### src/rtl/dtw_band_shift_reg.sv
// Band-delay line between adjacent DTW cells: R+1 stages of cost words with
// per-stage valid bits, push/drain/clear control and a running fill count.
module dtw_band_shift_reg #(
    parameter int              WIDTH    = 8,
    parameter int              R        = 2,
    parameter logic [WIDTH-1:0] FILL_VAL = {WIDTH{1'b1}}
) (
    input  logic                     clk,
    input  logic                     rst_n,
    input  logic                     clr,
    input  logic                     in_valid,
    input  logic [WIDTH-1:0]         in_data,
    input  logic                     drain,
    output logic [WIDTH-1:0]         last,
    output logic [WIDTH-1:0]         band,
    output logic [WIDTH-1:0]         out,
    output logic [(R+1)*WIDTH-1:0]   taps,
    output logic [R:0]               tap_valid,
    output logic                     out_valid,
    output logic [$clog2(R+2)-1:0]   fill_cnt,
    output logic                     primed
);

    localparam int CW = $clog2(R+2);

    logic [WIDTH-1:0] sreg_q [0:R];
    logic [WIDTH-1:0] sreg_d [0:R];
    logic             vld_q  [0:R];
    logic             vld_d  [0:R];
    logic [CW-1:0]    fill_cnt_q, fill_cnt_d;
    logic             primed_q, primed_d;

    logic             shift;
    logic [WIDTH-1:0] head_data;
    logic             head_vld;

    // A drain is just a push of a bubble; push wins when both are requested.
    always_comb begin
        shift     = in_valid | drain;
        head_data = in_valid ? in_data : FILL_VAL;
        head_vld  = in_valid;
    end

    for (genvar g = 0; g <= R; g++) begin : g_stage
        logic [WIDTH-1:0] src_data;
        logic             src_vld;
        logic [WIDTH-1:0] nxt_data;
        logic             nxt_vld;

        if (g == 0) begin : g_head
            assign src_data = head_data;
            assign src_vld  = head_vld;
        end else begin : g_tail
            assign src_data = sreg_q[g-1];
            assign src_vld  = vld_q[g-1];
        end

        always_comb begin
            nxt_data = sreg_q[g];
            nxt_vld  = vld_q[g];
            if (clr) begin
                nxt_data = FILL_VAL;
                nxt_vld  = 1'b0;
            end else if (shift) begin
                nxt_data = src_data;
                nxt_vld  = src_vld;
            end
        end

        assign sreg_d[g] = nxt_data;
        assign vld_d[g]  = nxt_vld;

        assign taps[g*WIDTH +: WIDTH] = sreg_q[g];
        assign tap_valid[g]           = vld_q[g];
    end

    // Count tracks popcount(vld): only the word entering and the word leaving
    // stage R can change it.
    always_comb begin
        fill_cnt_d = fill_cnt_q;
        if (clr) begin
            fill_cnt_d = '0;
        end else if (in_valid) begin
            if (!vld_q[R]) fill_cnt_d = fill_cnt_q + CW'(1);
        end else if (drain) begin
            if (vld_q[R]) fill_cnt_d = fill_cnt_q - CW'(1);
        end
        primed_d = (fill_cnt_d == CW'(R+1));
    end

    always_ff @(posedge clk or negedge rst_n) begin
        if (!rst_n) begin
            for (int i = 0; i <= R; i++) begin
                sreg_q[i] <= FILL_VAL;
                vld_q[i]  <= 1'b0;
            end
            fill_cnt_q <= '0;
            primed_q   <= 1'b0;
        end else begin
            for (int i = 0; i <= R; i++) begin
                sreg_q[i] <= sreg_d[i];
                vld_q[i]  <= vld_d[i];
            end
            fill_cnt_q <= fill_cnt_d;
            primed_q   <= primed_d;
        end
    end

    assign last      = sreg_q[0];
    assign band      = sreg_q[R-1];
    assign out       = sreg_q[R];
    assign out_valid = vld_q[R];
    assign fill_cnt  = fill_cnt_q;
    assign primed    = primed_q;

endmodule

### config.mk
export PLATFORM = sky130hd
export DESIGN_NAME = dtw_band_shift_reg
export DESIGN_NICKNAME = d
export VERILOG_FILES = /design/src/rtl/dtw_band_shift_reg.sv
export SDC_FILE = /design/constraint.sdc
export NUM_CORES = 1
export LEC_CHECK = 0
export CAP_MARGIN = 15
export CORE_ASPECT_RATIO = 1.5
export CORE_MARGIN = 1.5
export CORE_UTILIZATION = 38
export DETAILED_ROUTE_END_ITERATION = 8
export GPL_ROUTABILITY_DRIVEN = 0
export PLACE_DENSITY_LB_ADDON = 0.2
export SETUP_SLACK_MARGIN = 0.2
export SLEW_MARGIN = 20
export SYNTH_ARGS = -nofsm -noshare
export SYNTH_HDL_FRONTEND = slang
export SYNTH_SLANG_ARGS = --single-unit
### constraint.sdc
create_clock -name clk -period 1.1 [get_ports clk]
set_input_delay 0.11 -clock clk [delete_from_list [all_inputs] [get_ports clk]]
set_output_delay 0.11 -clock clk [all_outputs]
set_load 0.005 [all_outputs]
### After elaboration in Yosys (flattened, before gate mapping)

Index checks and enable logic that the tools add are counted.

* register bits: 30
* bits of input ports: 13
* output and inout bits: 55
* logic and storage cells: 31

* add/subtract/negate cells: 2
* eq/ne operators: 1
* multiplexer cells: 18
* bitwise logic cells: 1
* reduce and logical (&&, ||, !) cells: 1

Operator list (count)
* $mux W8: 7
* $mux W2: 5
* $mux W1: 6
* $add A2 B1 Y2 const B: 1
* $eq A2 B2 Y1 const B: 1
* $reduce_bool A2 Y1: 1
* $sub A2 B1 Y2 const B: 1
* $or A1 B1 Y1: 1

### Longest topological paths before layout

* word-level depth: 6
* mapped depth: 5
* depth with buffers taken out: 3

### Least setup slack after synthesis

OpenSTA, ideal clock, no wires.

* kind: register -> register
* from: reg vld_q, in the netlist out_valid
* to: reg fill_cnt_q[0], in the netlist fill_cnt[0]
* library setup time: 125 ps
* data arrival time: 991 ps
* data required time: 975 ps
* path slack: -16 ps
* cell stages (with the launch flop): 4
* path buffers: 0
* clock period less this slack: 1116 ps
* cell sequence: dfrtp_1 -> nand2_1 -> mux2i_1 -> mux2_2

* longest elaborated chain between the ends: 4
* elaborated cells between the ends (all ways): 5
* those cells by class: mux: 5

Ends and longest elaborated chain
* start: declaration: line 28 `logic vld_q [0:R];`
* start signal: indexed assignment: line 102 `vld_q[i] <= vld_d[i];`
* $mux W2: line 86 `if (vld_q[R]) fill_cnt_d = fill_cnt_q - CW'(1);`
* $mux W2: line 85 `end else if (drain) begin`
* $mux W2 *: line 83 `end else if (in_valid) begin`
* $mux W2 *: line 81 `if (clr) begin`
* net fill_cnt_d[0]: line 30 `logic [CW-1:0] fill_cnt_q, fill_cnt_d;`
* end signal: assignment: line 104 `fill_cnt_q <= fill_cnt_d;`
* end: declaration: line 30

Mark *: on every way through the listed nets, which the timed path passes. The rest lies on a longest branch.
A chain may end at the register's enable or synchronous reset.

### Worst setup path in the final report

* from: reg fill_cnt_q[0], in the netlist fill_cnt[0]
* to: reg primed_q, in the netlist primed

* longest elaborated chain between the ends: 6
* elaborated cells between the ends (all ways): 8
* those cells by class: add/sub: 2; eq/ne: 1; mux: 5

Ends and longest elaborated chain
* $sub A2 B1 Y2: line 86
* $mux W2: line 86
* $mux W2: line 85
* $mux W2 *: line 83
* $mux W2 *: line 81
* $eq A2 B2 Y1 *: line 88 `primed_d = (fill_cnt_d == CW'(R+1));`
* net primed_d: line 31 `logic primed_q, primed_d;`
* end signal: assignment: line 105 `primed_q <= primed_d;`
* end: declaration: line 31

Marks and branches as above.

==> results.tsv <==
stage	metric	value	unit
worst_setup_path	r2r_cells	4	
global_routing	antenna_found_initial	0	
clock_network	ctsHtreeMaxLevel	2	
clock_network	cts_buffer_depth	2	
route	vias	1400	
final_layout	area_growth_syn_to_layout	71.8	%
logic_synthesis	synth_top_area_frac	0.403	
clock_network	cts.sinks	30	
logic_synthesis	synthMuxAreaShare	0.0136	
die	rows	28	
worst_setup_path	r2r_slack	-0.1	ns
logic_synthesis	synth.distinct_cells	28	
worst_setup_path	cp-start-kind	flop	
logic_synthesis	yosys_most_used_dff	dfstp_2	
worst_setup_path	crit_type	flop to flop	
final_layout	n_antenna_cell	0	
min_path	holdCritPathClass	input port to async pin	
logic_synthesis	mappedNetlistArea	0.00157	sq mm
worst_setup_path	cp-end-kind	flop	
sta	final-max-slew-violation-count	0	
logic_synthesis	synth.largest_area_cell	dfstp_2	
placement	io_buffers	67	
final_layout	final_nets	253	
global_routing	grt_overflow	0	
die	core_area	0.00396	sq mm
worst_setup_path	r2r-end	primed	
die	io_pins	68	
global_routing	grt_pass1_vias	1448	
sta	hold_violations	0	
placement	placed_area	0.00227	sq mm
sta	setup_viol	16	
die	dieArea	0.00452	sq mm
logic_synthesis	ys_seq_elements	30	
pwr	p_leak	1.25	nW
clock_network	cts_tree	done	
logic_synthesis	yosysSeqAreaShare	0.499	
global_routing	grt_util_all_layers	0.200	
sta	clock_skew	0.00329	ns
sta	post-route-min-period	1.20	ns
final_layout	stdcell_count	286	
die	dieHeight	81.6	microns
logic_synthesis	synth-simple-area-share	0.169	
sta	min_period_over_period	1.09	
logic_synthesis	syn_inst	146	
route	ant_nets	0	
die	die-width	55.4	microns
logic_synthesis	synthTopCellsByArea	dfstp_2, buf_4, dfrtp_1, a211o_1, and2_0	
pwr	peakVddDrop	1.03	mV
sta	fin_ws	-0.0995	ns
sta	max_freq	834	MHz
logic_synthesis	async_flop_share	1.00	
placement	placed_cells	247	
final_layout	fillers	307	
worst_setup_path	cp_data_required_time	1.28	ns
sta	rsz0062_at_grt	yes	
worst_setup_path	cp.arrival	1.38	ns
clock_network	cts_hold_buf	0	
route	drc	0	
worst_setup_path	path_max_fanout	3	
logic_synthesis	syn_area_per_cell	10.7	sq um
worst_setup_path	r2r_start	fill_cnt[0]	
clock_network	cts_buffers	5	
sta	worst_pin_slew	0.271	ns
run_status	status	complete, but fails checks	
placement	dp_slack	-0.361	ns
logic_synthesis	synth_warnings	0	
route	wire_per_inst	15.2	microns
clock_network	cts_root_buf	clkbuf_8	
run_status	violations	setup timing	
final_layout	design_area	0.00269	sq mm
run	maxCapViolCount	0	
die	start_util	0.395	
route	drtIter0Drc	18	
sta	slew_headroom	0.819	
route	dr.pass1.iters	4	
clock_network	clk_pin_slew	0.06	ns
route	routed_wl	4350	microns
pwr	cellPowerDensity	1060	mW/mm^2
logic_synthesis	synth_compound_area_frac	0.146	
logic_synthesis	synthAdderAreaFrac	0	
sta	tns	-0.596	ns
logic_synthesis	synthXorXnorAreaFrac	0.00560	
placement	place_hpwl	2680	microns
logic_synthesis	syn_nets	159	
logic_synthesis	synth_edf_count	0	
route	vias_per_cell	4.90	
logic_synthesis	synth_top_family_by_area	simple AND/OR/NAND/NOR gates	
pwr	p_total	0.00285	W
global_routing	grt_pass1_wl	6820	microns
final_layout	layout-drive-gt1-share	0.705	
clock_network	clock_latency	0.28	ns
global_routing	grt_max_degree	31	
critical path, cell delays in order, from the launching register on:
cell and delay [ns]:
dfrtp_2 0.41, buf_6 0.12, and4bb_2 0.32, nor2_1 0.05, a311oi_1 0.20
area by class of cell:
type,count,area [sq um],area share
Timing Repair Buffer,122,1150,0.428
Sequential cell,30,783,0.291
Multi-Input combinational cell,80,614,0.228
Clock buffer,8,80.1,0.0298
Tap cell,45,56.3,0.0209
Inverter,1,3.75,0.00140
timing repair:
item,4_1_cts,5_1_grt
setup endpoints to repair,85,79
gates resized for setup,275,39
cloned,1,0
setup buffers,25,5
pin swaps,11,10
cell usage after synthesis, types with 2 or more instances:
| master | instances |
|---|---|
| a211o_1 | 16 |
| a21oi_1 | 3 |
| and2_0 | 11 |
| and2_1 | 5 |
| buf_2 | 2 |
| buf_4 | 28 |
| buf_6 | 2 |
| clkbuf_1 | 4 |
| dfrtp_1 | 6 |
| dfstp_2 | 24 |
| nand2_1 | 6 |
| nand2b_1 | 3 |
| nor2_1 | 8 |
| nor3_1 | 8 |
| o21bai_1 | 6 |
| o22ai_1 | 2 |
registers in the layout, summed over array words and instances (netlist names):
signal and cells:
primed 1, last 8, band 8, g_stage.src_vld 2, out_valid 1, out 8
fill_cnt 2
routing by layer:
metal | GRT usage | vias to the layer above | wire length (microns)
met1 | 0.207 | 687 | 1650
met3 | 0.0457 | 10 | 218
li1 | - | 657 | -
met4 | 0.124 | 0 | 120
met5 | 0 | - | 0
met2 | 0.367 | 46 | 2360
stage by stage:
stage               utilization  hold WS, ns
floorplan                     -       -0.186
global placement          0.573        0.491
detailed placement        0.573        0.491
CTS                       0.631        0.183
global route              0.679        0.211
finish                    0.679        0.189
worst max-delay path by stage:
stage / from / end / cells past startpoint
floorplan: out_valid / fill_cnt[0] / 3
global placement: in_valid / band[4] / 4
detailed placement: in_valid / band[1] / 4
CTS: fill_cnt[0] / primed / 4
global route: fill_cnt[0] / primed / 4
finish: fill_cnt[0] / primed / 4
placed cells by master (no fill, tap or decap), types with 5 or more instances in the layout:
cell type | synthesis | final
dfstp_2 | 24 | 24
clkbuf_8 | 0 | 5
buf_4 | 28 | 22
nand2_1 | 6 | 5
nor2_1 | 8 | 8
buf_2 | 2 | 24
buf_6 | 2 | 61
clkdlybuf4s50_1 | 0 | 9
and2_4 | 0 | 15
a211o_1 | 16 | 16
o21bai_1 | 6 | 6
logic make-up after synthesis:
| kind of cell | Yosys count |
|---|---|
| simple gates | 47 |
| buf+inv | 37 |
| flops | 30 |
| compound gates | 29 |
| mux | 2 |
| xor+xnor | 1 |
report_power, final:
group,total [W],switching [W],internal [W]
combinational,0.000746,0.000267,0.000480
sequential,0.00126,0.0000550,0.00121
clock,0.000841,0.000392,0.000448
Note: power is estimated with default switching activity, not from simulation.
